### src/rtl/phys_reg_ready_table_pkg.sv
// Shared types and sizing for the physical register ready table.
// phys_addr_t width is tied to PHYS_REGS so address and table size cannot drift apart.
package phys_reg_ready_table_pkg;

  localparam int unsigned PHYS_REGS        = 64;
  localparam int unsigned ADDR_W           = $clog2(PHYS_REGS);
  localparam int unsigned PRT_MAX_WB_PORTS = 3;
  localparam int unsigned PRT_NUM_RS       = 2;

  typedef logic [ADDR_W-1:0] phys_addr_t;
  typedef logic [ADDR_W:0]   busy_count_t;

  // Entry 0 is the hard-wired zero register and never takes part in tracking.
  function automatic logic [PHYS_REGS-1:0] addr_onehot(input phys_addr_t addr, input logic valid);
    logic [PHYS_REGS-1:0] vec;
    vec       = '0;
    vec[addr] = valid;
    vec[0]    = 1'b0;
    return vec;
  endfunction

endpackage

### src/rtl/phys_reg_ready_table_if.sv
// Rename / writeback / lookup bundle between the pipeline (master) and the ready table (slave).
interface phys_reg_ready_table_if
  import phys_reg_ready_table_pkg::*;
#(
  parameter int unsigned NUM_RS = PRT_NUM_RS,
  parameter int unsigned NUM_WB = PRT_MAX_WB_PORTS
);

  logic                    init_clear;
  logic                    rename_valid;
  phys_addr_t              rename_phys_rd;
  logic                    rollback_valid;
  phys_addr_t              rollback_phys_rd;
  logic       [NUM_WB-1:0] wb_valid;
  phys_addr_t [NUM_WB-1:0] wb_phys_rd;
  logic                    rs_lookup_en;
  phys_addr_t [NUM_RS-1:0] rs_phys;
  logic       [NUM_RS-1:0] rs_ready;
  busy_count_t             busy_count;
  logic                    double_alloc_err;

  modport master (
    output init_clear, rename_valid, rename_phys_rd, rollback_valid, rollback_phys_rd,
    output wb_valid, wb_phys_rd, rs_lookup_en, rs_phys,
    input  rs_ready, busy_count, double_alloc_err
  );

  modport slave (
    input  init_clear, rename_valid, rename_phys_rd, rollback_valid, rollback_phys_rd,
    input  wb_valid, wb_phys_rd, rs_lookup_en, rs_phys,
    output rs_ready, busy_count, double_alloc_err
  );

endinterface

### src/rtl/phys_reg_ready_table_wb_hit_decoder.sv
// Folds the writeback ports into a per-entry clear vector and per-source hit flags.
module phys_reg_ready_table_wb_hit_decoder
  import phys_reg_ready_table_pkg::*;
#(
  parameter int unsigned NUM_WB = PRT_MAX_WB_PORTS,
  parameter int unsigned NUM_RS = PRT_NUM_RS
) (
  input  logic       [NUM_WB-1:0]    wb_valid_i,
  input  phys_addr_t [NUM_WB-1:0]    wb_phys_rd_i,
  input  phys_addr_t [NUM_RS-1:0]    query_addr_i,
  output logic       [PHYS_REGS-1:0] clear_o,
  output logic       [NUM_RS-1:0]    query_hit_o
);

  always_comb begin
    clear_o     = '0;
    query_hit_o = '0;
    for (int unsigned k = 0; k < NUM_WB; k++) begin
      clear_o = clear_o | addr_onehot(wb_phys_rd_i[k], wb_valid_i[k]);
    end
    for (int unsigned i = 0; i < NUM_RS; i++) begin
      for (int unsigned k = 0; k < NUM_WB; k++) begin
        if (wb_valid_i[k] && (wb_phys_rd_i[k] == query_addr_i[i])) begin
          query_hit_o[i] = 1'b1;
        end
      end
    end
  end

endmodule

### src/rtl/phys_reg_ready_table.sv
// Per-physical-register busy tracking with a registered source-readiness lookup for issue.
// Busy bits are set by rename and cleared by rollback/writeback; entry 0 is always ready.
module phys_reg_ready_table
  import phys_reg_ready_table_pkg::*;
#(
  parameter int unsigned NUM_RS = PRT_NUM_RS,
  parameter int unsigned NUM_WB = PRT_MAX_WB_PORTS
) (
  input logic                         clk,
  input logic                         rst,
  phys_reg_ready_table_if.slave       bus
);

  logic        [PHYS_REGS-1:0] busy_q, busy_d;
  logic        [PHYS_REGS-1:0] wb_clear, rollback_clear, rename_set, released;
  phys_addr_t  [NUM_RS-1:0]    rs_addr_q, rs_addr_d, query_addr;
  logic        [NUM_RS-1:0]    rs_ready_q, rs_ready_d, query_hit;
  busy_count_t                 count_q, count_d, dec;
  logic                        inc;
  logic                        err_q, err_d;

  // While holding, the decoder watches the captured addresses for sticky-set hits.
  assign query_addr = bus.rs_lookup_en ? bus.rs_phys : rs_addr_q;

  phys_reg_ready_table_wb_hit_decoder #(
    .NUM_WB (NUM_WB),
    .NUM_RS (NUM_RS)
  ) u_wb_hit_decoder (
    .wb_valid_i   (bus.wb_valid),
    .wb_phys_rd_i (bus.wb_phys_rd),
    .query_addr_i (query_addr),
    .clear_o      (wb_clear),
    .query_hit_o  (query_hit)
  );

  assign rename_set     = addr_onehot(bus.rename_phys_rd, bus.rename_valid);
  assign rollback_clear = addr_onehot(bus.rollback_phys_rd, bus.rollback_valid);
  // Only entries that were busy and are not re-claimed by rename this cycle reduce the count.
  assign released       = (wb_clear | rollback_clear) & busy_q & ~rename_set;
  assign inc            = |(rename_set & ~busy_q);

  always_comb begin
    dec = '0;
    for (int unsigned e = 0; e < PHYS_REGS; e++) begin
      dec = dec + busy_count_t'(released[e]);
    end
  end

  always_comb begin
    busy_d  = '0;
    count_d = '0;
    err_d   = err_q;
    if (!bus.init_clear) begin
      busy_d  = (busy_q & ~(wb_clear | rollback_clear)) | rename_set;
      count_d = count_q + busy_count_t'(inc) - dec;
      err_d   = err_q | (|(rename_set & busy_q));
    end
  end

  always_comb begin
    rs_addr_d  = bus.rs_lookup_en ? bus.rs_phys : rs_addr_q;
    rs_ready_d = '0;
    for (int unsigned i = 0; i < NUM_RS; i++) begin
      if (bus.init_clear) begin
        rs_ready_d[i] = 1'b0;
      end else if (bus.rs_lookup_en) begin
        rs_ready_d[i] = (bus.rs_phys[i] == '0) | ~busy_q[bus.rs_phys[i]] | query_hit[i];
      end else begin
        rs_ready_d[i] = rs_ready_q[i] | query_hit[i] |
                        (bus.rollback_valid && (bus.rollback_phys_rd == rs_addr_q[i]));
      end
    end
  end

  always_ff @(posedge clk or negedge rst) begin
    if (!rst) begin
      busy_q     <= '0;
      count_q    <= '0;
      err_q      <= 1'b0;
      rs_addr_q  <= '0;
      rs_ready_q <= '0;
    end else begin
      busy_q     <= busy_d;
      count_q    <= count_d;
      err_q      <= err_d;
      rs_addr_q  <= rs_addr_d;
      rs_ready_q <= rs_ready_d;
    end
  end

  assign bus.rs_ready         = rs_ready_q;
  assign bus.busy_count       = count_q;
  assign bus.double_alloc_err = err_q;

endmodule

### src/flat_wrapper.sv
// flat-port wrapper written by rule: the top's interface ports become plain ports
module phys_reg_ready_table_flat import phys_reg_ready_table_pkg::*;
#(
  parameter int unsigned NUM_RS = PRT_NUM_RS,
  parameter int unsigned NUM_WB = PRT_MAX_WB_PORTS
)
  (clk, rst, bus_init_clear, bus_rename_valid, bus_rename_phys_rd, bus_rollback_valid, bus_rollback_phys_rd, bus_wb_valid, bus_wb_phys_rd, bus_rs_lookup_en, bus_rs_phys, bus_rs_ready, bus_busy_count, bus_double_alloc_err);
  phys_reg_ready_table_if #(.NUM_RS(NUM_RS), .NUM_WB(NUM_WB)) bus_i ();
  input logic clk;
  input logic rst;
  input wire logic [$bits(bus_i.init_clear)-1:0] bus_init_clear;
  input wire logic [$bits(bus_i.rename_valid)-1:0] bus_rename_valid;
  input wire logic [$bits(bus_i.rename_phys_rd)-1:0] bus_rename_phys_rd;
  input wire logic [$bits(bus_i.rollback_valid)-1:0] bus_rollback_valid;
  input wire logic [$bits(bus_i.rollback_phys_rd)-1:0] bus_rollback_phys_rd;
  input wire logic [$bits(bus_i.wb_valid)-1:0] bus_wb_valid;
  input wire logic [$bits(bus_i.wb_phys_rd)-1:0] bus_wb_phys_rd;
  input wire logic [$bits(bus_i.rs_lookup_en)-1:0] bus_rs_lookup_en;
  input wire logic [$bits(bus_i.rs_phys)-1:0] bus_rs_phys;
  output wire logic [$bits(bus_i.rs_ready)-1:0] bus_rs_ready;
  output wire logic [$bits(bus_i.busy_count)-1:0] bus_busy_count;
  output wire logic [$bits(bus_i.double_alloc_err)-1:0] bus_double_alloc_err;
  assign bus_i.init_clear = bus_init_clear;
  assign bus_i.rename_valid = bus_rename_valid;
  assign bus_i.rename_phys_rd = bus_rename_phys_rd;
  assign bus_i.rollback_valid = bus_rollback_valid;
  assign bus_i.rollback_phys_rd = bus_rollback_phys_rd;
  assign bus_i.wb_valid = bus_wb_valid;
  assign bus_i.wb_phys_rd = bus_wb_phys_rd;
  assign bus_i.rs_lookup_en = bus_rs_lookup_en;
  assign bus_i.rs_phys = bus_rs_phys;
  assign bus_rs_ready = bus_i.rs_ready;
  assign bus_busy_count = bus_i.busy_count;
  assign bus_double_alloc_err = bus_i.double_alloc_err;
  phys_reg_ready_table #(.NUM_RS(NUM_RS), .NUM_WB(NUM_WB)) u_core (.clk(clk), .rst(rst), .bus(bus_i));
endmodule
### config.mk
export PLATFORM = sky130hd
export DESIGN_NAME = phys_reg_ready_table_flat
export DESIGN_NICKNAME = d
export VERILOG_FILES = /design/src/rtl/phys_reg_ready_table_pkg.sv /design/src/rtl/phys_reg_ready_table_if.sv /design/src/rtl/phys_reg_ready_table_wb_hit_decoder.sv /design/src/rtl/phys_reg_ready_table.sv /design/src/flat_wrapper.sv
export SDC_FILE = /design/constraint.sdc
export NUM_CORES = 1
export LEC_CHECK = 0
export CORE_MARGIN = 2
export CORE_UTILIZATION = 40
export CTS_CLUSTER_DIAMETER = 150
export CTS_CLUSTER_SIZE = 12
export DETAILED_ROUTE_END_ITERATION = 16
export PLACE_DENSITY_LB_ADDON = 0.05
export SLEW_MARGIN = 15
export SYNTH_ARGS = -nofsm -noshare
export SYNTH_HDL_FRONTEND = slang
export SYNTH_HIERARCHICAL = 1
export SYNTH_SLANG_ARGS = --single-unit
### constraint.sdc
create_clock -name clk -period 12 [get_ports clk]
set_input_delay 2.4 -clock clk [delete_from_list [all_inputs] [get_ports clk]]
set_output_delay 2.4 -clock clk [all_outputs]
set_load 0.05 [all_outputs]
==> impl_metrics.ini, run 1 <==
[logic_synthesis]
syn_inst = 1399
syn_nets = 1573
synth_async_sr_flop_share_pct = 100
yosysSeqAreaShare_pct = 18.8
synth_edf_count = 0
synth_top_area_cell = dfrtp_1
ys_types = 75
yosysWarnings = 6
synthTopCellsByArea = dfrtp_1 (19%), fa_1 (11%), ha_1 (6.7%)
syn_area_per_cell_sq_um = 8.17
yosys.area.top_type_share_pct = 18.8
ys.flop_type = dfrtp_1
ys_seq_elements = 86
syn_area_sq_mm = 0.0114

[grt]
grt_pass1_vias = 11000
antenna_found_initial = 0
gr-total-overflow = 0
grt_pass1_wl_mm = 72.1
track_usage_pct = 32.0
grt_start_max_net_pins = 74

[timing]
final-max-slew-violation-count = 0
tightest_slew_ps = 1160
setup_tns_ps = 0
slew_headroom_pct = 22.6
holdWs_ps = 592
skew_ps = 11.7
rsz0062_at_grt = false
final.period_utilization_pct = 85.5
setup_viol = 0
final_hold_viol_count = 0
fmax_mhz = 97.5
fin_crit_ps = 10260

[drt]
vias = 11200
wl_per_cell_microns = 27.5
first_iter_violations = 1336
dr.pass1.iters = 6
drt-total-wl_mm = 48.4
drt-vias-per-instance = 6.35
route.detailed.drc = 0
antenna_left = 0

[final_layout]
fin_cells = 1762
antenna-diode-count = 0
syn_to_final_growth_pct = 8.62
drive_gt1_share_pct = 7.95
fillers = 2855
num-nets-final = 1553
postLayoutCoreUtil_pct = 44.4

[min_path]
hold_depth = 2
hp-class = flop to flop
hold_end = u_core/busy_q[34]
min_from = u_core/busy_q[34]

[critical_path]
critPathMaxFanout = 17
crit_required_ps = 12220
r2r_start = u_core/busy_q[5]
arrival_ps = 10480
worstSetupPathType = input pin to flop
cp-start-kind = input pin
reg2reg_slack_ps = 5320
rr_worst_depth = 19
r2r-end = u_core/bus.busy_count[5]
cp-end-kind = flop

[floorplanning]
die_h_microns = 173
die_area_sq_mm = 0.0299
core-area_sq_mm = 0.0279
start_util_pct = 40.9
design.portCount = 61
rows = 61
die_width_microns = 173

[pwr]
peakVddDrop_mv = 0.155
p_leak_uw = 0.00502
power_density_mw_per_mm2 = 110

[run]
drv_cap = 0

[clocking]
post_cts_buffers = 0
cts-buffers-inserted = 9
cts.clk_slew.worst_paths_ps = 70
cts_resized = 0
cts-root-buf = clkbuf_16
hold_buffers = 0
cts.sinks = 86
clkLatencyLatePin_ps = 360
htree_levels = 3
clockBufferDepth = 2
cts_tree = built

[placement]
io_buffer_count = 60
dp_cells = 1746
gp_congestion = 1.01
hpwl_mm = 38.1

[status]
status = finished clean
[cells in the mapped netlist, drive strengths merged, types with 3 or more instances]
cell	n
and4b	6
clkbuf	65
nand3	42
nand4b	4
a211oi	3
nor2b	12
o21ai	26
o221ai	5
a22oi	85
a22o	3
xor2	25
o32ai	7
o2111ai	5
nand2	201
ha	61
o22ai	22
mux2i	17
nand2b	7
xnor2	31
dfrtp	86
nor4b	3
o31ai	3
a21oi	117
a31oi	3
nor3b	31
mux4	24
a32oi	8
and3b	12
mux2	15
nand4	23
inv	112
buf	46
and2	18
nor3	23
fa	62
nor2	94
nor4	14
or3	3
a221o	3
nand3b	39
and3	7
[cell families (layout without fill, tap and decap cells)]
family | count (synthesis) | in the layout | share of synthesized area (%)
XOR/XNOR | 56 | 56 | 4.29
flip-flops | 86 | 86 | 18.8
multiplexers | 56 | 56 | 7.70
adder cells (fa/ha/maj) | 123 | 123 | 17.5
buffers and inverters | 223 | 208 | 8.58
other | 1 | 1 | 0.0328
AND/OR/NAND/NOR | 553 | 553 | 26.2
AO/OA/AOI/OAI | 301 | 301 | 16.8
[report_power, final]
part / internal, uW / total (uW) / switching, uW
Sequential: 310 / 324 / 13.9
Combinational: 310 / 716 / 406
Clock: 186 / 326 / 139
Total: 806 / 1370 / 560
[layout make-up]
| cell class | count | area [sq um] | share of cell area [%] |
|---|---|---|---|
| Clock buffer | 9 | 225 | 1.82 |
| Clock inverter | 7 | 103 | 0.827 |
| Tap cell | 378 | 473 | 3.81 |
| Multi-Input combinational cell | 1090 | 8290 | 66.8 |
| Timing Repair Buffer | 80 | 743 | 5.99 |
| Inverter | 112 | 420 | 3.39 |
| Sequential cell | 86 | 2150 | 17.3 |
[through the flow]
stage          power (uW)  worst slack, ps  area, sq um
2_1_floorplan         862             2760        11400
3_3_place_gp         1050             1410        12100
3_5_place_dp         1050             1450        12100
4_1_cts              1380             1820        12400
6_report             1370             1740        12400
5_1_grt              1480             1430        12400
[registers in the layout, summed over array words and instances (netlist names)]
register                     flops
u_core/busy_q                   64
u_core/rs_addr_q                12
u_core/bus.busy_count            7
u_core/bus.rs_ready              2
u_core/bus.double_alloc_err      1
[how the worst max path moves through the flow]
stage / from / endpoint / depth (start not counted)
after floorplan: bus_rollback_phys_rd[2] / u_core/bus.busy_count[5] / 24
after global placement: bus_rename_valid / u_core/bus.busy_count[5] / 24
after detailed placement: bus_rename_valid / u_core/bus.busy_count[5] / 23
after CTS: bus_rename_valid / u_core/bus.busy_count[5] / 23
after global routing: bus_rename_valid / u_core/bus.busy_count[5] / 24
final: bus_rename_valid / u_core/bus.busy_count[5] / 23
[worst max-delay path: stages]
cell             delay [ps]
clkdlybuf4s50_1         860
nor4bb_1                980
and2_1                  370
nand2_1                 130
nand3b_1                130
fa_1                    420
ha_1                    240
fa_1                    390
inv_1                    90
fa_1                    450
fa_1                    550
inv_1                    50
fa_1                    420
fa_1                    570
fa_1                    450
fa_1                    540
inv_1                    50
fa_1                    520
inv_1                    50
ha_1                    220
fa_1                    380
xnor2_1                 160
nor2_1                   50
[cell usage in the layout (no fill, tap or decap), types with 12 or more instances in the layout]
| cell type | synthesis | final |
|---|---|---|
| mux4_2 | 24 | 24 |
| mux2i_1 | 17 | 17 |
| nor3b_1 | 19 | 19 |
| xor2_1 | 25 | 25 |
| inv_1 | 111 | 111 |
| o22ai_1 | 22 | 22 |
| nor3b_2 | 12 | 12 |
| mux2_2 | 15 | 15 |
| a21oi_1 | 117 | 117 |
| o21ai_0 | 26 | 26 |
| a22oi_1 | 85 | 85 |
| and3b_1 | 12 | 12 |
| clkdlybuf4s50_1 | 0 | 58 |
| nand2_1 | 201 | 201 |
| ha_1 | 61 | 61 |
| nand3b_1 | 39 | 39 |
| nand3_1 | 42 | 42 |
| and2_1 | 12 | 12 |
| dfrtp_1 | 86 | 86 |
| nor3_1 | 18 | 18 |
| nand4_1 | 23 | 23 |
| fa_1 | 62 | 62 |
| nor2_1 | 94 | 94 |
| buf_4 | 16 | 21 |
| xnor2_1 | 31 | 31 |
[layer usage]
metal	track usage [%]	wire length, microns
met5	0	0
met4	13.7	2410
met3	7.19	4650
met2	51.2	21800
met1	41.5	19500
Power figures use the tool's default switching activity.
==> inputs of run 2 (changes only) <==
--- a/config.mk
+++ b/config.mk
@@ -5,13 +5,14 @@
 export SDC_FILE = /design/constraint.sdc
 export NUM_CORES = 1
 export LEC_CHECK = 0
+export CORE_ASPECT_RATIO = 0.5
 export CORE_MARGIN = 2
 export CORE_UTILIZATION = 40
 export CTS_CLUSTER_DIAMETER = 150
 export CTS_CLUSTER_SIZE = 12
 export DETAILED_ROUTE_END_ITERATION = 16
 export PLACE_DENSITY_LB_ADDON = 0.05
-export SLEW_MARGIN = 15
+export SLEW_MARGIN = 40
 export SYNTH_ARGS = -nofsm -noshare
 export SYNTH_HDL_FRONTEND = slang
 export SYNTH_HIERARCHICAL = 1
==> run 2 against run 1 <==
Net effect: critical path depth up 3; sequential cell count unchanged; via count up 0.34%; clock power down 16%; global-route usage up 2.0 points; cell count about the same; wire length up 3.8%; clock skew down 1.7 ps; highest routed layer unchanged.
==> impl_metrics.ini, run 2 (synthesis results as in run 1) <==
[run]
drv_cap = 0

[clocking]
cts_tree = built
htree_levels = 3
clockBufferDepth = 2
cts-root-buf = clkbuf_16
cts_resized = 0
cts.clk_slew.worst_paths_ps = 70
post_cts_buffers = 0
clkLatencyLatePin_ps = 390
cts.sinks = 86
hold_buffers = 0
cts-buffers-inserted = 9

[drt]
drt-vias-per-instance = 6.37
antenna_left = 0
first_iter_violations = 1543
wl_per_cell_microns = 28.5
vias = 11200
dr.pass1.iters = 6
drt-total-wl_mm = 50.2
route.detailed.drc = 0

[final_layout]
fillers = 2862
fin_cells = 1763
num-nets-final = 1549
largest-register = u_core/busy_q
drive_gt1_share_pct = 8.12
largest_register_ff_count = 64
syn_to_final_growth_pct = 7.98
postLayoutCoreUtil_pct = 44.3
final_cell_mix = nand2_1 (201), a21oi_1 (117), inv_1 (111)
final_common_cell = nand2_1

[pwr]
p_leak_uw = 0.00496
power_density_mw_per_mm2 = 107
p_total_uw = 1320
peakVddDrop_mv = 0.178

[timing]
fmax_mhz = 98.0
setup_viol = 0
slew_headroom_pct = 46.1
fin_crit_ps = 10200
tightest_slew_ps = 802
rsz0062_at_grt = false
final-max-slew-violation-count = 0
final_hold_viol_count = 0
skew_ps = 10.1
setup_tns_ps = 0
final.period_utilization_pct = 85.0
holdWs_ps = 592

[critical_path]
r2r-end = u_core/bus.busy_count[5]
critPathMaxFanout = 13
crit_required_ps = 12240
cp-start-kind = input pin
reg2reg_slack_ps = 5150
rr_worst_depth = 19
arrival_ps = 10450
worstSetupPathType = input pin to flop
cp-end-kind = flop
r2r_start = u_core/busy_q[5]

[grt]
track_usage_pct = 34.0
grt_start_max_net_pins = 74
grt_pass1_vias = 10700
gr-total-overflow = 0
antenna_found_initial = 1
grt_pass1_wl_mm = 73.2

[placement]
io_buffer_count = 60
hpwl_mm = 39.4
gp_congestion = 1.02
dp_cells = 1746

[floorplanning]
core-area_sq_mm = 0.0279
die_h_microns = 123
start_util_pct = 41.0
rows = 43
die_area_sq_mm = 0.0300
die_width_microns = 243
design.portCount = 61

[min_path]
min_from = u_core/busy_q[34]
hold_depth = 2
hold_end = u_core/busy_q[34]
hp-class = flop to flop

[status]
status = finished clean
==> run 2: cell types whose count changed in the layout (fill, tap and decap cells not counted), sizes merged <==
cell and change:
buf -1, bufinv -2, inv -4, clkdlybuf4s50 -3
clkinv +1, clkinvlp +4, diode +2
==> run 2: stage by stage <==
step	worst slack, ps	cell area, sq um
finish	1800	12300
detailed placement	1470	12100
CTS	1890	12300
global route	1440	12300
floorplan	2760	11400
global placement	1250	12100
==> run 2: final cells by class <==
cell class,instances,area (sq um),area share [%]
diodes,2,5.00,0.0406
clock buffers,9,225,1.83
clock inverters,6,40.0,0.325
inverters,112,420,3.41
multi-input cells,1090,8310,67.4
flip-flops and latches,86,2150,17.4
well taps,382,478,3.87
repair buffers,76,702,5.69
==> run 2: layer usage <==
metal  up-vias  part of all wire [%]  GRT usage [%]
met5         -                     0              0
met3        67                    13           11.7
li1       4910                     -              -
met4         0                   1.7           6.98
met2       631                    42           51.3
met1      5616                    43           47.1
==> run 2: power breakdown <==
group	total (uW)	internal, uW	switching, uW
registers	325	310	14.5
clock network	274	138	136
logic	719	310	409
total	1320	759	560
==> run 2: worst max-delay path by stage <==
stage	slack (ps)	endpoint	from
final	1800	u_core/bus.busy_count[5]	bus_wb_phys_rd[6]
after global routing	1440	u_core/bus.busy_count[5]	bus_wb_phys_rd[6]
after CTS	1890	u_core/bus.busy_count[5]	bus_wb_phys_rd[6]
after detailed placement	1470	u_core/bus.busy_count[5]	bus_wb_phys_rd[6]
after global placement	1250	u_core/bus.busy_count[5]	bus_rename_valid
after floorplan	2760	u_core/bus.busy_count[5]	bus_rollback_phys_rd[2]
==> run 2: worst max-delay path, stage by stage <==
cell	delay, ps
clkdlybuf4s50_1	680
and3b_1	380
and2_1	250
a22oi_1	220
nand2_1	90
a21oi_1	410
nor2_1	130
fa_1	500
inv_1	50
ha_1	190
fa_1	640
inv_1	100
fa_1	420
inv_1	80
fa_1	450
fa_1	520
fa_1	520
fa_1	550
inv_1	60
fa_1	450
fa_1	510
inv_1	40
ha_1	220
fa_1	380
xnor2_1	170
nor2_1	50
==> edit 1 (settings of run 1) <==
Change the package constant `PRT_NUM_RS` from 2 to 1.
--- a/src/rtl/phys_reg_ready_table_pkg.sv
+++ b/src/rtl/phys_reg_ready_table_pkg.sv
@@ -5,7 +5,7 @@
   localparam int unsigned PHYS_REGS        = 64;
   localparam int unsigned ADDR_W           = $clog2(PHYS_REGS);
   localparam int unsigned PRT_MAX_WB_PORTS = 3;
-  localparam int unsigned PRT_NUM_RS       = 2;
+  localparam int unsigned PRT_NUM_RS       = 1;
 
   typedef logic [ADDR_W-1:0] phys_addr_t;
   typedef logic [ADDR_W:0]   busy_count_t;
Ports: changed (resized bus_rs_phys and bus_rs_ready); port bits go from 61 to 54. The function was not compared with the original's and may differ.
==> edit 1 against run 1 <==
  * Cell area decreased by 7.8%
  * Sequential share of layout area decreased by 0.061 points
  * Synthesized area decreased by 7.1%
  * Sequential cell count decreased by 7
  * Utilization decreased by 0.52 points
  * Worst setup slack improved by 0.042 ns
  * Total power decreased by 8.7%
  * Routed wire length decreased by 11%
  * Clock skew decreased by 0.0017 ns
  * Critical path type unchanged
  * Largest cell class unchanged
==> edit 1: results (changes against run 1) <==
- The fraction of layout cells with a size suffix above 1 is 6.99% (was 7.95%).
- The largest net degree at the start of global routing is 64 (was 74).
- The number of input and output port buffers inserted came to 53 (was 60).
- The worst path arrival time came to 10.44 ns (was 10.48 ns).
- The number of DRC markers in iteration 0 is 1,377 (was 1,336).
- The number of nets in the synthesized netlist was 1,490 (was 1,573).
- The static leakage power is 4.69 nW (was 5.02 nW).
- The via count of the first global-routing pass is 9,963 (was 11.0k).
- The total track usage is 31.0% (was 32.0%).
- The register-to-register setup slack came to 5.37 ns (was 5.32 ns).
- The normalized max-slew margin is 33.6% (was 22.6%).
- The slowest cell on the critical path is sky130_fd_sc_hd__clkdlybuf4s50_1 (was sky130_fd_sc_hd__nor4bb_1).
- The setup clock skew after layout is 0.0101 ns (was 0.0117 ns).
- The worst vdd rail ir drop is 0.289 mV (was 0.155 mV).
- The share of the synthesized area in the top cell type came to 18.6% (was 18.8%).
- Result of the run: completed (unchanged).
- The average vias per placed instance came to 6.26 (was 6.35).
- The worst hold endpoint is u_core/busy_q[27] (was u_core/busy_q[34]).
- The post-synthesis instance total was 1,322 (was 1,399).
- The delay contributed by the slowest stage of the critical path came to 1.12 ns (was 0.98 ns).
- The worst reg2reg path startpoint is u_core/busy_q[1] (was u_core/busy_q[5]).
- The total half-perimeter wirelength after legalization and detailed placement is 34,000 um (was 38,100 um).
- Leading cell types by count after synthesis: sky130_fd_sc_hd__nand2_1, sky130_fd_sc_hd__inv_1, sky130_fd_sc_hd__nor2_1 (was sky130_fd_sc_hd__nand2_1, sky130_fd_sc_hd__a21oi_1, sky130_fd_sc_hd__inv_1).
- Ranking of synthesized cells by area: sky130_fd_sc_hd__dfrtp_1, sky130_fd_sc_hd__fa_1, sky130_fd_sc_hd__nand2_1, sky130_fd_sc_hd__ha_1, sky130_fd_sc_hd__a22oi_1 (was sky130_fd_sc_hd__dfrtp_1, sky130_fd_sc_hd__fa_1, sky130_fd_sc_hd__ha_1, sky130_fd_sc_hd__nand2_1, sky130_fd_sc_hd__a22oi_1).
- The routed length per instance is 25.9 um (was 27.5 um).
- The register area share after synthesis is 18.6% (was 18.8%).
- The routability congestion estimate is 0.951 (was 1.01).
==> edit 1: layout make-up <==
cell class | instances | area [sq um]
Clock buffer | 10 | 229
Clock inverter | 6 | 45.0
Fill cell | 2680 | 14600
Inverter | 115 | 432
Multi-Input combinational cell | 1031 | 7640
Sequential cell | 79 | 1980
Tap cell | 335 | 419
Timing Repair Buffer | 76 | 696
==> edit 1: metal layers <==
layer / GRT usage [%] / vias to the layer above / share of wire (%)
li1: - / 4620 / -
met1: 44.5 / 5064 / 43
met2: 47.5 / 557 / 45
met3: 5.23 / 97 / 8.4
met4: 9.97 / 0 / 3.5
met5: 0 / - / 0
==> edit 1: logic make-up after synthesis <==
logic type                 Yosys count  share of synthesized area [%]
adders and majority gates          123                           18.9
other                                1                         0.0354
DFF                                 79                           18.6
AOI/OAI and AO/OA                  297                           18.1
xor gates and xnor gates            32                           2.64
muxes                               45                           6.06
and+or+nand+nor                    533                           26.3
buffers and inverters              212                           9.33
==> edit 1: stage by stage <==
stage          hold slack (ns)  util, %  setup WS, ns
5_1_grt                  0.599     43.9          1.34
3_3_place_gp             0.555     42.8          1.45
3_5_place_dp             0.563     42.8          1.41
4_1_cts                  0.573     43.9          1.76
6_report                 0.581     43.9          1.78
2_1_floorplan            0.525        -          2.86
==> edit 1: power by group <==
part           total (mW)  internal [mW]  switching, mW  leakage, nW
Clock               0.277          0.142          0.135        0.126
Combinational       0.673          0.295          0.378         3.49
Sequential          0.298          0.284         0.0133         1.08
Total                1.25          0.722          0.526         4.69
==> edit 2 (config.mk and constraints of run 1) <==
Without the edit above. Make the reset (`rst`) synchronous in one clocked block.
--- a/src/rtl/phys_reg_ready_table.sv
+++ b/src/rtl/phys_reg_ready_table.sv
@@ -72,7 +72,7 @@
     end
   end
 
-  always_ff @(posedge clk or negedge rst) begin
+  always_ff @(posedge clk) begin
     if (!rst) begin
       busy_q     <= '0;
       count_q    <= '0;
Behaviour: not the same (a bounded check fails within 4 cycles, from zero or initial values and one cycle with rst low; the reset may be asserted at any time).
==> edit 2 against run 1 <==
  * Clock skew up 0.0051 ns
  * Final cell count down 1.9%
  * Total power down 19%
  * Worst setup slack worse by 0.35 ns
  * Synthesized area down 3.3%
  * Routed wire length up 0.27%
  * Cell area down 3.4%
  * Sequential cell count unchanged
==> edit 2: results (changes against run 1) <==
- The slowest cell on the critical path is sky130_fd_sc_hd__nor3_1 (was sky130_fd_sc_hd__nor4bb_1).
- The routability congestion estimate is 1.02 (was 1.01).
- The post-placement cell count came to 1,713 (was 1,746).
- Ranking of synthesized cells by area: sky130_fd_sc_hd__dfxtp_1, sky130_fd_sc_hd__fa_1, sky130_fd_sc_hd__nand2_1, sky130_fd_sc_hd__ha_1, sky130_fd_sc_hd__mux4_2 (was sky130_fd_sc_hd__dfrtp_1, sky130_fd_sc_hd__fa_1, sky130_fd_sc_hd__ha_1, sky130_fd_sc_hd__nand2_1, sky130_fd_sc_hd__a22oi_1).
- The first-pass GRT wire length was 72,000 um (was 72,100 um).
- The setup clock skew after layout came to 0.0168 ns (was 0.0117 ns).
- The design internal power came to 0.661 mW (was 0.806 mW).
- The actual transition at the worst max-transition pin was 1.18 ns (was 1.16 ns).
- The routed length per instance is 28.1 um (was 27.5 um).
- The worst hold slack after final layout is 0.545 ns (was 0.592 ns).
- The initial antenna violation count is 2 (was 0).
- The largest net degree at the start of global routing came to 66 (was 74).
- The worst hold endpoint is u_core/busy_q[61] (was u_core/busy_q[34]).
- The placed cell area is 11,700 sq um (was 12,100 sq um).
- The capture point of the worst reg-to-reg path is u_core/bus.busy_count[5] (unchanged).
- The fraction of layout cells with a size suffix above 1 is 8.43% (was 7.95%).
- The average vias per placed instance is 6.40 (was 6.35).
- The worst reg2reg path startpoint is u_core/busy_q[4] (was u_core/busy_q[5]).
- The critical hold path startpoint is u_core/busy_q[61] (was u_core/busy_q[34]).
- Leading cell types by count after synthesis: sky130_fd_sc_hd__nand2_1, sky130_fd_sc_hd__a21oi_1, sky130_fd_sc_hd__inv_1 (unchanged).
- The register-to-register setup slack is 5.37 ns (was 5.32 ns).
- The maximum fanout encountered on the critical timing path is 33 (was 17).
- The total half-perimeter wirelength after legalization and detailed placement is 38,700 um (was 38,100 um).
- The via count of the first global-routing pass is 10.6k (was 11.0k).
- The proportion of register bits with asynchronous set or reset after synthesis came to 0% (was 100%).
- The worst vdd rail ir drop is 0.197 mV (was 0.155 mV).
- The worst path arrival time was 10.83 ns (was 10.48 ns).
- The distinct cell type count of the synthesized netlist is 73 (was 75).
- The number of nets in the synthesized netlist is 1,571 (was 1,573).
- Result of the run: completed (unchanged).
- The total track usage was 34.0% (was 32.0%).
[edit 2: cell types whose count changed in the layout (fill, tap and decap cells not counted), moves of 7 or more]
cell                       delta
sky130_fd_sc_hd__and2_1      +17
sky130_fd_sc_hd__nand2_1     +16
sky130_fd_sc_hd__dfrtp_1     -86
sky130_fd_sc_hd__mux4_2       +9
sky130_fd_sc_hd__o21ai_0      -7
sky130_fd_sc_hd__a22oi_1     -18
sky130_fd_sc_hd__nand3b_1    -14
sky130_fd_sc_hd__dfxtp_1     +86
sky130_fd_sc_hd__nand3_1     -10
[edit 2: stage by stage]
step / power [mW] / setup WS, ns
2_1_floorplan: 0.697 / 2.82
3_3_place_gp: 0.844 / 1.08
3_5_place_dp: 0.837 / 1.17
4_1_cts: 1.12 / 1.54
5_1_grt: 1.19 / 1.14
6_report: 1.11 / 1.39
[edit 2: layout make-up]
cell class	instances	area, sq um	area share [%]
Inverter	111	417	3.48
Clock inverter	7	50.0	0.418
Sequential cell	86	1720	14.4
Clock buffer	9	225	1.88
Timing Repair Buffer	80	751	6.27
Tap cell	341	427	3.56
Multi-Input combinational cell	1095	8390	70.0
[edit 2: cells by family (layout without fill, tap and decap cells)]
family                   Yosys count  after routing  synth area share (%)
adder cells (fa/ha/maj)          123            123                  18.1
other                              1              1                0.0340
buffers and inverters            216            207                  8.55
AO/OA/AOI/OAI                    275            275                  15.6
flip-flops                        86             86                  15.6
AND/OR/NAND/NOR                  572            572                  27.5
multiplexers                      68             68                  10.1
XOR/XNOR                          56             56                  4.44
[edit 2: worst max path at each step]
stage	from	to	depth (start not counted)
6_report	bus_rename_phys_rd[2]	u_core/bus.busy_count[5]	25
4_1_cts	bus_rename_phys_rd[2]	u_core/bus.busy_count[5]	25
3_3_place_gp	bus_rename_phys_rd[3]	u_core/bus.busy_count[6]	25
5_1_grt	bus_rename_phys_rd[2]	u_core/bus.busy_count[6]	25
3_5_place_dp	bus_rename_phys_rd[2]	u_core/bus.busy_count[5]	25
2_1_floorplan	bus_rollback_phys_rd[2]	u_core/bus.busy_count[6]	25
[edit 2: power groups by stage]
| stage | combinational, mW | clock, mW | sequential [mW] |
|---|---|---|---|
| after floorplan | 0.367 | 0 | 0.330 |
| after global placement | 0.533 | 0 | 0.311 |
| after detailed placement | 0.527 | 0 | 0.311 |
| after CTS | 0.531 | 0.286 | 0.304 |
| after global routing | 0.591 | 0.297 | 0.306 |
| final | 0.527 | 0.280 | 0.304 |
[edit 2: layer usage]
metal | GRT usage [%] | routed length [um] | vias up
li1 | - | - | 4885
met1 | 50.2 | 21600 | 5399
met2 | 48.6 | 19800 | 706
met3 | 7.19 | 5210 | 78
met4 | 12.2 | 1890 | 2
met5 | 0 | 11 | -
